--- config.mk ---
export PLATFORM = sky130hd
export DESIGN_NAME = scalar_wb_arbiter
export DESIGN_NICKNAME = d
export VERILOG_FILES = /design/src/rtl/scalar_wb_pkg.sv /design/src/rtl/wb_rr_grant.sv /design/src/rtl/scalar_wb_arbiter.sv
export SDC_FILE = /design/constraint.sdc
export NUM_CORES = 1
export LEC_CHECK = 0
export BUFFER_PORTS_ARGS = -buffer_cell sky130_fd_sc_hd__buf_2
export CORE_ASPECT_RATIO = 0.75
export CORE_MARGIN = 2
export CORE_UTILIZATION = 40
export CTS_CLUSTER_SIZE = 20
export DETAILED_ROUTE_END_ITERATION = 12
export PLACE_DENSITY_LB_ADDON = 0.25
export SYNTH_ARGS = -nofsm -noshare
export SYNTH_HDL_FRONTEND = slang
export SYNTH_SLANG_ARGS = --single-unit
export TNS_END_PERCENT = 1
--- constraint.sdc ---
create_clock -name clk -period 2.5 [get_ports clk]
set_input_delay 0.25 -clock clk [delete_from_list [all_inputs] [get_ports clk]]
set_output_delay 0.25 -clock clk [all_outputs]
set_load 0.02 [all_outputs]
--- src/rtl/scalar_wb_pkg.sv ---
// Shared types and helpers for the scalar writeback arbiter.
// Round-robin arbitration is selected with SCALAR_WB_RR_EN; fixed priority otherwise.

package scalar_wb_pkg;

   localparam int unsigned NUM_REQ_DEFAULT = 2;
   localparam int unsigned REQ_IDX_W       = (NUM_REQ_DEFAULT > 1) ? $clog2(NUM_REQ_DEFAULT) : 1;

   typedef logic [REQ_IDX_W-1:0] req_idx_t;

   // Wrap-around increment of a requester index.
   function automatic int unsigned next_ptr(input int unsigned idx,
                                            input int unsigned num_req = NUM_REQ_DEFAULT);
      if (idx + 1 >= num_req) begin
         return 0;
      end
      return idx + 1;
   endfunction

endpackage

--- src/rtl/wb_rr_grant.sv ---
// Combinational one-hot grant for the writeback arbiter. With SCALAR_WB_RR_EN defined the
// search starts at i_ptr; otherwise it is a plain lowest-index priority encoder.

module wb_rr_grant
   import scalar_wb_pkg::*;
#(
   parameter int unsigned NUM_REQ = NUM_REQ_DEFAULT
) (
`ifdef SCALAR_WB_RR_EN
   input  logic [$clog2(NUM_REQ)-1:0] i_ptr,
`endif
   input  logic [NUM_REQ-1:0]         i_valid,
   input  logic                       i_stall,
   output logic [NUM_REQ-1:0]         o_grant,
   output logic [$clog2(NUM_REQ)-1:0] o_idx,
   output logic                       o_any
);

   localparam int unsigned IdxW = $clog2(NUM_REQ);

   always_comb begin
      logic [IdxW-1:0] cand;
      cand    = '0;
      o_grant = '0;
      o_idx   = '0;
      o_any   = 1'b0;
      if (!i_stall) begin
         for (int k = 0; k < NUM_REQ; k++) begin
`ifdef SCALAR_WB_RR_EN
            cand = IdxW'((int'(i_ptr) + k) % NUM_REQ);
`else
            cand = IdxW'(k);
`endif
            if (!o_any && i_valid[cand]) begin
               o_grant[cand] = 1'b1;
               o_idx         = cand;
               o_any         = 1'b1;
            end
         end
      end
   end

endmodule

--- src/rtl/scalar_wb_arbiter.sv ---
// Arbitrates NUM_REQ writeback requesters onto the scalar register file write port through a
// one-deep registered write stage. Define SCALAR_WB_RR_EN for round-robin; default is fixed priority.

module scalar_wb_arbiter
   import scalar_wb_pkg::*;
#(
   parameter int unsigned registerSize  = 8,
   parameter int unsigned selectionBits = 3,
   parameter int unsigned NUM_REQ       = NUM_REQ_DEFAULT
) (
   input  logic                               clk,
   input  logic                               reset,
   input  logic                               wbStall,
   input  logic [NUM_REQ-1:0]                 reqValid,
   input  logic [NUM_REQ*selectionBits-1:0]   reqReg,
   input  logic [NUM_REQ*registerSize-1:0]    reqData,
   output logic [NUM_REQ-1:0]                 reqReady,
   output logic                               regWrEn,
   output logic [selectionBits-1:0]           regToWrite,
   output logic [registerSize-1:0]            dataIn,
   output logic [15:0]                        grantCount
);

   localparam int unsigned IdxW = $clog2(NUM_REQ);

   logic                     w_stall;
   logic [NUM_REQ-1:0]       w_grant;
   logic [IdxW-1:0]          w_grant_idx;
   logic                     w_grant_any;
   logic [selectionBits-1:0] w_sel_reg;
   logic [registerSize-1:0]  w_sel_data;

   logic                     r_wr_en;
   logic [selectionBits-1:0] r_wr_reg;
   logic [registerSize-1:0]  r_wr_data;
   logic [15:0]              r_grant_cnt;

   logic                     w_wr_en_d;
   logic [selectionBits-1:0] w_wr_reg_d;
   logic [registerSize-1:0]  w_wr_data_d;
   logic [15:0]              w_grant_cnt_d;

   // Holding reset suppresses grants so nothing is accepted while the stage is cleared.
   assign w_stall = wbStall | ~reset;

`ifdef SCALAR_WB_RR_EN
   logic [IdxW-1:0] r_ptr;
   logic [IdxW-1:0] w_ptr_d;
`endif

   wb_rr_grant #(
      .NUM_REQ (NUM_REQ)
   ) u_grant (
`ifdef SCALAR_WB_RR_EN
      .i_ptr   (r_ptr),
`endif
      .i_valid (reqValid),
      .i_stall (w_stall),
      .o_grant (w_grant),
      .o_idx   (w_grant_idx),
      .o_any   (w_grant_any)
   );

   assign reqReady = w_grant;

   assign w_sel_reg  = reqReg[w_grant_idx*selectionBits +: selectionBits];
   assign w_sel_data = reqData[w_grant_idx*registerSize +: registerSize];

   always_comb begin
      w_wr_en_d     = w_grant_any;
      w_wr_reg_d    = r_wr_reg;
      w_wr_data_d   = r_wr_data;
      w_grant_cnt_d = r_grant_cnt;
      if (w_grant_any) begin
         w_wr_reg_d    = w_sel_reg;
         w_wr_data_d   = w_sel_data;
         w_grant_cnt_d = r_grant_cnt + 16'd1;
      end
   end

`ifdef SCALAR_WB_RR_EN
   always_comb begin
      w_ptr_d = r_ptr;
      if (w_grant_any) begin
         w_ptr_d = IdxW'(next_ptr(32'(w_grant_idx), NUM_REQ));
      end
   end

   always_ff @(posedge clk) begin
      if (!reset) begin
         r_ptr <= '0;
      end else begin
         r_ptr <= w_ptr_d;
      end
   end
`endif

   always_ff @(posedge clk) begin
      if (!reset) begin
         r_wr_en     <= 1'b0;
         r_wr_reg    <= '0;
         r_wr_data   <= '0;
         r_grant_cnt <= '0;
      end else begin
         r_wr_en     <= w_wr_en_d;
         r_wr_reg    <= w_wr_reg_d;
         r_wr_data   <= w_wr_data_d;
         r_grant_cnt <= w_grant_cnt_d;
      end
   end

   assign regWrEn    = r_wr_en;
   assign regToWrite = r_wr_reg;
   assign dataIn     = r_wr_data;
   assign grantCount = r_grant_cnt;

endmodule

==> metrics.md, run 1 <==
| Metric | Value |
|---|---|
| Fin nets | `224` |
| Die Y | `52.0 um` |
| Power Dens Cells | `563 nW/um2` |
| Data arrival, critical path | `1.93 ns` |
| Yosys reg bits | `28` |
| Io pins | `57` |
| Ranking of synthesized cells by area | `dfxtp_1 46%, o221ai_1 7.8%, a21oi_1 6.5%` |
| Setup violations, final | `0` |
| Clk slew on worst S/H paths | `0.10 ns` |
| Area share of the largest cell type after synthesis | `0.456` |
| TNS Setup | `0 ns` |
| Hold_buf cts | `0` |
| Post-Synthesis Cell Area | `1230 um2` |
| Gr ovfl total | `0` |
| WL/cell | `12.8 um` |
| Clock latency at the later pin of the worst-skew pair | `0.28 ns` |
| Clock Power Share | `0.402` |
| H-tree depth | `1` |
| Pins over their slew limit | `0` |
| Initial antenna violation count | `0` |
| NetSw | `199 uW` |
| First-pass GRT wire length | `4490 um` |
| ANT nets after route | `0` |
| Measured slew at the worst slew-check pin | `0.661 ns` |
| Full die area | `3540 um2` |
| ANT cells | `0` |
| Sw Share | `0.221` |
| Type of destination of the critical path | `register` |
| Row cnt | `17` |
| Flop-to-flop setup slack | `0.77 ns` |
| Clock Tree Root | `clkbuf_8` |
| Max_cap viols | `0` |
| Final worst path period share | `0.692` |
| Layout cells sized above 1 | `0.323` |
| F_max | `578 MHz` |
| Area growth syn-to-layout | `29.9%` |
| Peak VDD IR | `0.407 mV` |
| Final hold vios | `0` |
| Hold Path Class | `input port to register` |
| Worst R2R Path Depth | `4` |
| Largest net degree at the start of global routing | `23` |
| DR pass1 iterations | `4` |
| Vias in the first global route | `949` |
| Reg power frac | `0.511` |
| Cell variety after synth | `26` |
| Synth area leader | `dfxtp_1` |
| Yosys warns | `0` |
| Minimum clock period | `1.73 ns` |
| Gpl congestion | `0.748` |
| Core Area | `2940 um2` |
| FILL cells | `283` |
| IO buf count | `56` |
| CTS Buffer Depth | `2` |
| Seq/Total Area, Yosys | `0.456` |
| Footprint of the multi-input gates | `608 um2` |
| Dpl hpwl | `2230 um` |
| Clk sink count | `28` |
| Worst R2R End | `grantCount[15]$_SDFFE_PN0P_` |
| Die Width | `68.0 um` |
| Status | `complete, no violations` |
| Setup bufs post-CTS | `0` |
| Relative slew slack | `0.559` |
| Critical Path RT | `2.70 ns` |
| Resized Gates After CTS | `0` |
| Syn Inst Count | `142` |
| RSZ-0062 raised after global routing | `false` |
| FF/Latch Area | `561 um2` |
| Total design power | `900 uW` |
| Crit Reg-Reg Startpoint | `grantCount[0]$_SDFFE_PN0P_` |
| GR Util All Layers | `0.173` |
| Vias/cell | `5.22` |
| Leakage Power | `0.000717 uW` |
| DRC | `0` |
| Crit. Startpoint | `grantCount[0]$_SDFFE_PN0P_` |
| 1st-iter DRT viols | `42` |
| Syn Nets | `170` |
| Combinational cell fraction of total power | `0.087` |
| Routed WL | `2970 um` |
| Commonest cells after routing, fill and taps aside | `56 x buf_2, 28 x dfxtp_1, 21 x nand2_1` |
| Critical setup path kind | `register to register` |
| Mean post-synth cell area | `8.66 um2` |
| CTS tree | `built` |
| CP Launch Type | `register` |
| Layout Skew | `0.00917 ns` |
| Initial Util | `0.419` |
| Cts bufs inserted | `3` |
| Worst Setup EP | `grantCount[15]$_SDFFE_PN0P_` |
| Commonest non-fill, non-tap cell in the layout | `buf_2` |
| Vias post-DR | `1216` |
| CP max FO | `7` |
| P_int | `701 uW` |
==> power by group through the flow <==
stage | clock network, uW | logic (uW) | registers [uW]
floorplan | 0 | 32.6 | 480
global placement | 0 | 77.5 | 469
detailed placement | 0 | 79.1 | 470
CTS | 368 | 79.4 | 460
global route | 379 | 87.7 | 461
finish | 362 | 78.5 | 459
==> how the worst min path moves through the flow <==
| stage | slack, ns | end | start | cells after the start |
|---|---|---|---|---|
| final | 0.28 | grantCount[7]$_SDFFE_PN0P_ | reset | 3 |
| after floorplan | 0.40 | grantCount[9]$_SDFFE_PN0P_ | reset | 2 |
| after CTS | 0.28 | grantCount[7]$_SDFFE_PN0P_ | reset | 3 |
| after global placement | 0.44 | dataIn[2]$_SDFFE_PN0P_ | dataIn[2]$_SDFFE_PN0P_ | 2 |
| after detailed placement | 0.45 | regToWrite[2]$_SDFFE_PN0P_ | regToWrite[2]$_SDFFE_PN0P_ | 2 |
| after global routing | 0.29 | grantCount[10]$_SDFFE_PN0P_ | reset | 3 |
==> flip-flops by register name (all words and copies together) (netlist names) <==
name        flops
regToWrite      3
dataIn          8
regWrEn         1
grantCount     16
==> critical path, stage by stage, from the launching register on <==
cell,delay [ns]
dfxtp_1,0.43
nand3_1,0.10
or3_1,0.42
or4_1,0.53
a21oi_1,0.17
==> routing by layer <==
layer / vias to the layer above / wire, um / track usage
met1: 555 / 1360 / 0.228
met3: 5 / 171 / 0.0476
met2: 36 / 1400 / 0.267
met5: - / 0 / 0
li1: 620 / - / -
met4: 0 / 41 / 0.0700
==> metrics by stage <==
stage | instances | setup WS, ns | cell area, um2 | utilization | hold WS (ns)
6_report | 233 | 0.770 | 1600 | 0.544 | 0.277
3_5_place_dp | 229 | 0.634 | 1530 | 0.520 | 0.446
3_3_place_gp | 229 | 0.708 | 1530 | 0.520 | 0.435
5_1_grt | 233 | 0.668 | 1600 | 0.544 | 0.293
4_1_cts | 233 | 0.754 | 1600 | 0.544 | 0.278
2_1_floorplan | 142 | 0.787 | 1230 | - | 0.401
==> kinds of logic (layout without fill, tap and decap cells) <==
| family | Yosys count | in the layout | synth area share |
|---|---|---|---|
| AO/OA/AOI/OAI | 32 | 32 | 0.168 |
| XOR/XNOR | 6 | 6 | 0.0427 |
| adder cells (fa/ha/maj) | 1 | 1 | 0.0102 |
| buffers and inverters | 13 | 66 | 0.0498 |
| flip-flops | 28 | 28 | 0.456 |
| multiplexers | 5 | 5 | 0.0407 |
| AND/OR/NAND/NOR | 57 | 57 | 0.233 |
==> cell type report <==
class,instances,area share
Multi-Input combinational cell,101,0.381
Timing Repair Buffer,58,0.185
Clock inverter,1,0.0188
Inverter,4,0.00940
Sequential cell,28,0.351
Tap cell,38,0.0298
Clock buffer,3,0.0258
==> cells in the mapped netlist, drive strengths merged <==
cell    instances
or3             4
and3            4
or4             2
o221ai         11
nor3            1
nand2          21
o31ai           2
inv             4
nand4           5
nor2            7
buf             3
nor2b           1
nand2b          1
clkbuf          6
dfxtp          28
nor3b           2
a21oi          16
ha              1
and2            1
nand3           5
nor4            3
mux2i           5
o21ai           3
xnor2           6
(Power assumes the default switching activity.)
==> run 2, diff against run 1 <==
==> constraint.sdc (replaced) <==
create_clock -name clk -period 1.6 [get_ports clk]
set_input_delay 0.16 -clock clk [delete_from_list [all_inputs] [get_ports clk]]
set_output_delay 0.16 -clock clk [all_outputs]
set_load 0.02 [all_outputs]
==> run 2 against run 1 <==
Setup slack worse by 0.71 ns. Critical path depth did not move. Global-route usage is 1.7 points higher.
==> metrics.md, run 2 (synthesized netlist as in run 1, its figures left out) <==
| Metric | Value |
|---|---|
| Vias post-DR | `1270 (+4.4%)` |
| Critical setup path kind | `register to register` |
| Status | `complete, no violations` |
| Clock Tree Root | `clkbuf_8` |
| Max_cap viols | `0 (unchanged)` |
| WL/cell | `13.2 um (+3.9%)` |
| P_int | `931 uW (+33%)` |
| Peak VDD IR | `0.525 mV (+29%)` |
| Commonest cells after routing, fill and taps aside | `56 x buf_2, 22 x dfxtp_1, 21 x nand2_1` |
| Vias in the first global route | `1142 (+20%)` |
| Worst Setup EP | `grantCount[13]$_SDFFE_PN0P_` |
| Gr ovfl total | `0 (unchanged)` |
| Leakage Power | `0.000771 uW (+7.5%)` |
| Worst R2R Path Depth | `4 (unchanged)` |
| Row cnt | `17 (unchanged)` |
| FF/Latch Area | `576 um2 (+2.7%)` |
| Setup violations, final | `0 (unchanged)` |
| CP delay by family, top | `simple AND/OR/NAND/NOR gates` |
| Final hold vios | `0 (unchanged)` |
| Final worst path period share | `0.963 (+0.271)` |
| H-tree depth | `1 (unchanged)` |
| Relative slew slack | `0.709 (+0.150)` |
| Slowest stage cell, crit path | `or4_4` |
| Crit. Startpoint | `grantCount[2]$_SDFFE_PN0P_` |
| Sw Share | `0.235 (+0.0136)` |
| NetSw | `286 uW (+44%)` |
| Core Area | `2940 um2 (unchanged)` |
| Largest net degree at the start of global routing | `23 (unchanged)` |
| Worst R2R End | `grantCount[13]$_SDFFE_PN0P_` |
| Flop-to-flop setup slack | `0.06 ns (-0.71 ns)` |
| Reg power frac | `0.587 (+0.076)` |
| IO buf count | `56 (unchanged)` |
| DRC | `0 (unchanged)` |
| Io pins | `57 (unchanged)` |
| Clock Power Share | `0.304 (-0.098)` |
| Initial Util | `0.419 (unchanged)` |
| Die Y | `52.0 um (unchanged)` |
| Clk slew on worst S/H paths | `0.09 ns (about the same)` |
| Hold slack | `0.222 ns (-0.0554 ns)` |
| ANT nets after route | `0 (unchanged)` |
| First-pass GRT wire length | `5060 um (+13%)` |
| Crit Reg-Reg Startpoint | `grantCount[2]$_SDFFE_PN0P_` |
| FILL cells | `280 (-1.1%)` |
| Area growth syn-to-layout | `38.5%` |
| Routed WL | `3250 um (+9.2%)` |
| Fin util | `0.580 (+0.0358)` |
| Footprint of the multi-input gates | `631 um2 (+3.7%)` |
| Power Dens Cells | `715 nW/um2 (+27%)` |
| Cts bufs inserted | `3 (unchanged)` |
| Layout Skew | `0.00659 ns (-0.00258 ns)` |
| DR pass1 iterations | `4 (unchanged)` |
| GR Util All Layers | `0.190 (+0.0168)` |
| Initial antenna violation count | `0 (unchanged)` |
| Critical Path RT | `1.82 ns (-0.88 ns)` |
| Max FFs per register | `16 (unchanged)` |
| F_max | `649 MHz (+12%)` |
| Gpl congestion | `0.790 (+5.6%)` |
| Fin nets | `237 (+5.8%)` |
| CTS Buffer Depth | `2 (unchanged)` |
| Die Width | `68.0 um (unchanged)` |
| Minimum clock period | `1.54 ns (-0.189 ns)` |
| CP max FO | `5 (-2)` |
| Type of destination of the critical path | `register` |
| Clk sink count | `28 (unchanged)` |
| TNS Setup | `0 ns (unchanged)` |
| Data arrival, critical path | `1.76 ns (-0.17 ns)` |
| 1st-iter DRT viols | `36 (-14%)` |
| Full die area | `3540 um2 (unchanged)` |
| Worst-path cell chain | `nand3_1 > or3_4 > or4_4 > a21oi_2` |
| Layout cells sized above 1 | `0.415 (+0.0924)` |
| RSZ-0062 raised after global routing | `false` |
| Combinational cell fraction of total power | `0.109 (+0.022)` |
| Dpl hpwl | `2440 um (+9.1%)` |
| Commonest non-fill, non-tap cell in the layout | `buf_2` |
| ANT cells | `0 (unchanged)` |
| Hold Path Class | `input port to register` |
| Pins over their slew limit | `0 (unchanged)` |
| Clock latency at the later pin of the worst-skew pair | `0.27 ns (about the same)` |
| Crit path depth | `4 (unchanged)` |
| Vias/cell | `5.18 (-0.67%)` |
| CTS tree | `built` |
| Buffers plus inverters on the worst setup path | `0 (unchanged)` |
| Measured slew at the worst slew-check pin | `0.436 ns (-0.224 ns)` |
| CP Launch Type | `register` |
| Slowest stage delay, CP | `0.52 ns (about the same)` |
## run 2: worst min-delay path by stage
stage / startpoint / endpoint / cells past startpoint
finish: reqData[8] / dataIn[0]$_SDFFE_PN0P_ / 3
global route: reqReg[4] / regToWrite[1]$_SDFFE_PN0P_ / 3
CTS: reqReg[4] / regToWrite[1]$_SDFFE_PN0P_ / 3
detailed placement: regToWrite[1]$_SDFFE_PN0P_ / regToWrite[1]$_SDFFE_PN0P_ / 2
global placement: dataIn[3]$_SDFFE_PN0P_ / dataIn[3]$_SDFFE_PN0P_ / 2
floorplan: reset / grantCount[9]$_SDFFE_PN0P_ / 2
## run 2: per-layer routing
metal,global-route usage,vias up,wire [um]
li1,-,644,-
met1,0.237,598,1410
met2,0.337,26,1670
met3,0.0519,2,159
met4,0.0200,0,10
met5,0,-,0
## run 2: worst min-delay path: stages
cell      delay [ns]
buf_2           0.08
o221ai_1        0.09
a21oi_1         0.14
## run 2: power by group through the flow
stage / logic [uW] / clock network, uW / registers [uW]
after global placement: 130 / 0 / 733
after floorplan: 51.0 / 0 / 750
after global routing: 145 / 413 / 717
after detailed placement: 132 / 0 / 735
final: 132 / 371 / 715
after CTS: 132 / 381 / 719
## run 2: per-stage QoR
step                cells  area [um2]  total power (uW)  setup slack [ns]
finish                245        1700              1220            0.0590
global route          245        1700              1280           0.00578
CTS                   243        1650              1230            0.0214
detailed placement    240        1610               867            0.0103
global placement      240        1610               863            0.0501
floorplan             142        1240               801           -0.0136
## run 2: area by class of cell
type	instances	area share
Multi-Input combinational cell	101	0.370
Sequential cell	28	0.338
Timing Repair Buffer	71	0.231
Tap cell	38	0.0279
Inverter	4	0.00882
Clock buffer	3	0.0242
## run 2: repair_timing
action	CTS	global route
hold buffers	0	0
resized for setup	0	11
endpoints found under the setup margin	0	4
setup buffers	0	2
==> run 3, diff against run 2 <==
--- a/config.mk
+++ b/config.mk
@@ -8,10 +8,11 @@
 export BUFFER_PORTS_ARGS = -buffer_cell sky130_fd_sc_hd__buf_2
 export CORE_ASPECT_RATIO = 0.75
 export CORE_MARGIN = 2
-export CORE_UTILIZATION = 40
+export CORE_UTILIZATION = 41
 export CTS_CLUSTER_SIZE = 20
 export DETAILED_ROUTE_END_ITERATION = 12
 export PLACE_DENSITY_LB_ADDON = 0.25
+export SKIP_CTS_REPAIR_TIMING = 1
 export SYNTH_ARGS = -nofsm -noshare
 export SYNTH_HDL_FRONTEND = slang
 export SYNTH_SLANG_ARGS = --single-unit
==> constraint.sdc (replaced) <==
create_clock -name clk -period 1.3 [get_ports clk]
set_input_delay 0.13 -clock clk [delete_from_list [all_inputs] [get_ports clk]]
set_output_delay 0.13 -clock clk [all_outputs]
set_load 0.02 [all_outputs]
==> run 3 against run 2 <==
Die area fell by 2.3%. Highest routed layer unchanged. Setup slack got worse by 0.25 ns. Largest power group unchanged. First-iteration DRC count rose by 44%. Critical path type unchanged. The flow now finishes with violations (negative setup slack).
==> metrics.md, run 3 (synthesized netlist as in run 1, its figures left out) <==
| Metric | Value |
|---|---|
| CP Launch Type | `register` |
| GR Util All Layers | `0.196 (+0.00626)` |
| FF/Latch Area | `579 um2 (+0.65%)` |
| ANT cells | `0 (unchanged)` |
| FILL cells | `279 (-0.36%)` |
| WL met2 | `1600 um (-3.9%)` |
| Cts bufs inserted | `3 (unchanged)` |
| Gr ovfl total | `0 (unchanged)` |
| Power Dens Cells | `835 nW/um2 (+17%)` |
| Max FFs per register | `16 (unchanged)` |
| Data arrival, critical path | `1.70 ns (-0.06 ns)` |
| Footprint of the multi-input gates | `663 um2 (+5.2%)` |
| CP max FO | `5 (unchanged)` |
| RSZ-0062 raised after global routing | `true` |
| Row cnt | `17 (unchanged)` |
| Met3 WL | `164 um (+3.1%)` |
| Worst R2R End | `grantCount[13]$_SDFFE_PN0P_` |
| CTS tree | `built` |
| Failing checks | `negative setup slack` |
| First-pass GRT wire length | `5230 um (+3.4%)` |
| Layout cells sized above 1 | `0.507 (+0.0911)` |
| Worst R2R Path Depth | `4 (unchanged)` |
| Setup violations, final | `8 (+8)` |
| Die Width | `67.2 um (-1.2%)` |
| Setup ws final | `-0.187 ns (-0.246 ns)` |
| H-tree depth | `1 (unchanged)` |
| Crit Reg-Reg Startpoint | `grantCount[6]$_SDFFE_PN0P_` |
| Hold slack | `0.196 ns (-0.0257 ns)` |
| Flop-to-flop setup slack | `-0.19 ns (-0.25 ns)` |
| Final hold vios | `0 (unchanged)` |
| Clk sink count | `28 (unchanged)` |
| Vias/cell | `5.18 (-0.12%)` |
| Hold Path Stages | `3 (unchanged)` |
| Full die area | `3460 um2 (-2.3%)` |
| Fin nets | `256 (+8.0%)` |
| Minimum clock period | `1.49 ns (-0.0540 ns)` |
| DR pass1 iterations | `4 (unchanged)` |
| Leakage Power | `0.000887 uW (+15%)` |
| Worst-path cell chain | `and3_1 > nand4_1 > or4_4 > a21oi_2` |
| Core Area | `2890 um2 (-1.4%)` |
| Fin util | `0.655 (+0.0751)` |
| 1st-iter DRT viols | `52 (+44%)` |
| Gpl congestion | `0.808 (+2.3%)` |
| Area growth syn-to-layout | `54.1%` |
| Design area | `1900 um2 (+11%)` |
| Slowest stage cell, crit path | `or4_4` |
| Clock latency at the later pin of the worst-skew pair | `0.27 ns (about the same)` |
| Relative slew slack | `0.724 (+0.0150)` |
| CP delay by family, top | `simple AND/OR/NAND/NOR gates` |
| Pins over their slew limit | `0 (unchanged)` |
| Critical setup path kind | `register to register` |
| Max_cap viols | `0 (unchanged)` |
| Die Y | `51.4 um (-1.1%)` |
| Wl on met1 | `1670 um (+19%)` |
| Pre-CTS setup slack | `-0.188 ns (-0.198 ns)` |
| Hold_sp | `reqData[11]` |
| Hold Path Class | `input port to register` |
| Initial antenna violation count | `0 (unchanged)` |
| Worst Hold End | `dataIn[3]$_SDFFE_PN0P_` |
| Critical Path RT | `1.51 ns (-0.31 ns)` |
| IO buf count | `56 (unchanged)` |
| Placed inst area | `1770 um2 (+9.5%)` |
| Measured slew at the worst slew-check pin | `0.414 ns (-0.0221 ns)` |
| DRC | `0 (unchanged)` |
| Vias post-DR | `1372 (+8.0%)` |
| Final worst path period share | `1.14 (+0.181)` |
| WL/cell | `13.0 um (-1.9%)` |
| Largest net degree at the start of global routing | `16 (-30%)` |
| Type of destination of the critical path | `register` |
| Max Used Layer | `met4` |
| Commonest non-fill, non-tap cell in the layout | `buf_2` |
| F_max | `672 MHz (+3.6%)` |
| Peak VDD IR | `0.837 mV (+60%)` |
| Initial Util | `0.425 (+0.00616)` |
| Routed WL | `3440 um (+6.1%)` |
| Buffers plus inverters on the worst setup path | `0 (unchanged)` |
| Commonest cells after routing, fill and taps aside | `56 x buf_2, 34 x buf_4, 21 x nand2_1` |
| CTS Buffer Depth | `2 (unchanged)` |
| Slowest stage delay, CP | `0.58 ns (+0.06 ns)` |
| Status | `finished, violations left` |
| Clk slew on worst S/H paths | `0.09 ns (about the same)` |
| Vias in the first global route | `1191 (+4.3%)` |
| ANT nets after route | `0 (unchanged)` |
| Layout Skew | `0.00389 ns (-0.00270 ns)` |
| Io pins | `57 (unchanged)` |
| Dpl hpwl | `2620 um (+7.5%)` |
| Clock Tree Root | `clkbuf_8` |
==> run 3: cell types whose count changed in the layout (fill, tap and decap cells not counted), moves of 2 or more <==
cell / previous run / this run
nand3_1: 5 / 2
buf_4: 15 / 34
nor4_1: 3 / 1
dfxtp_2: 3 / 6
dfxtp_1: 22 / 19
nand3_2: 0 / 3
nor4_2: 0 / 2
==> run 3: metal layers <==
metal,up-vias,GRT usage
li1,687,-
met1,642,0.284
met2,41,0.305
met3,2,0.0485
met4,0,0.0204
met5,-,0
==> run 3: tightest hold or removal path, cell delays in order <==
cell and delay, ns:
buf_2 0.07, o221ai_1 0.09, a21oi_1 0.14
==> run 3: power by group <==
| part | switching, uW | total, uW | leakage (uW) | internal [uW] |
|---|---|---|---|---|
| Combinational | 101 | 183 | 0.000626 | 82.1 |
| Clock | 251 | 522 | 0.0000288 | 271 |
| Sequential | 9.36 | 879 | 0.000232 | 869 |
| Total | 362 | 1580 | 0.000887 | 1220 |
==> run 3: final cells by class <==
type | count | share of cell area
inverter | 4 | 0.00792
tap | 38 | 0.0251
sequential | 28 | 0.306
timing repair buffer | 90 | 0.283
multi-input combinational | 101 | 0.350
clock buffer | 4 | 0.0290
==> run 3: stage by stage <==
| stage | total power, uW | std cells | setup TNS, ns |
|---|---|---|---|
| global route | 1650 | 265 | -1.13 |
| detailed placement | 1080 | 258 | -1.10 |
| CTS | 1600 | 262 | -1.08 |
| finish | 1580 | 265 | -0.621 |
| floorplan | 982 | 142 | -1.43 |
| global placement | 1070 | 258 | -0.824 |
==> run 3: how the worst max path moves through the flow <==
stage | endpoint | startpoint | depth (start not counted)
after global routing | grantCount[13]$_SDFFE_PN0P_ | grantCount[6]$_SDFFE_PN0P_ | 4
after floorplan | grantCount[13]$_SDFFE_PN0P_ | grantCount[2]$_SDFFE_PN0P_ | 5
after CTS | grantCount[13]$_SDFFE_PN0P_ | grantCount[1]$_SDFFE_PN0P_ | 4
after detailed placement | grantCount[13]$_SDFFE_PN0P_ | grantCount[1]$_SDFFE_PN0P_ | 4
after global placement | grantCount[13]$_SDFFE_PN0P_ | grantCount[1]$_SDFFE_PN0P_ | 4
final | grantCount[13]$_SDFFE_PN0P_ | grantCount[6]$_SDFFE_PN0P_ | 4
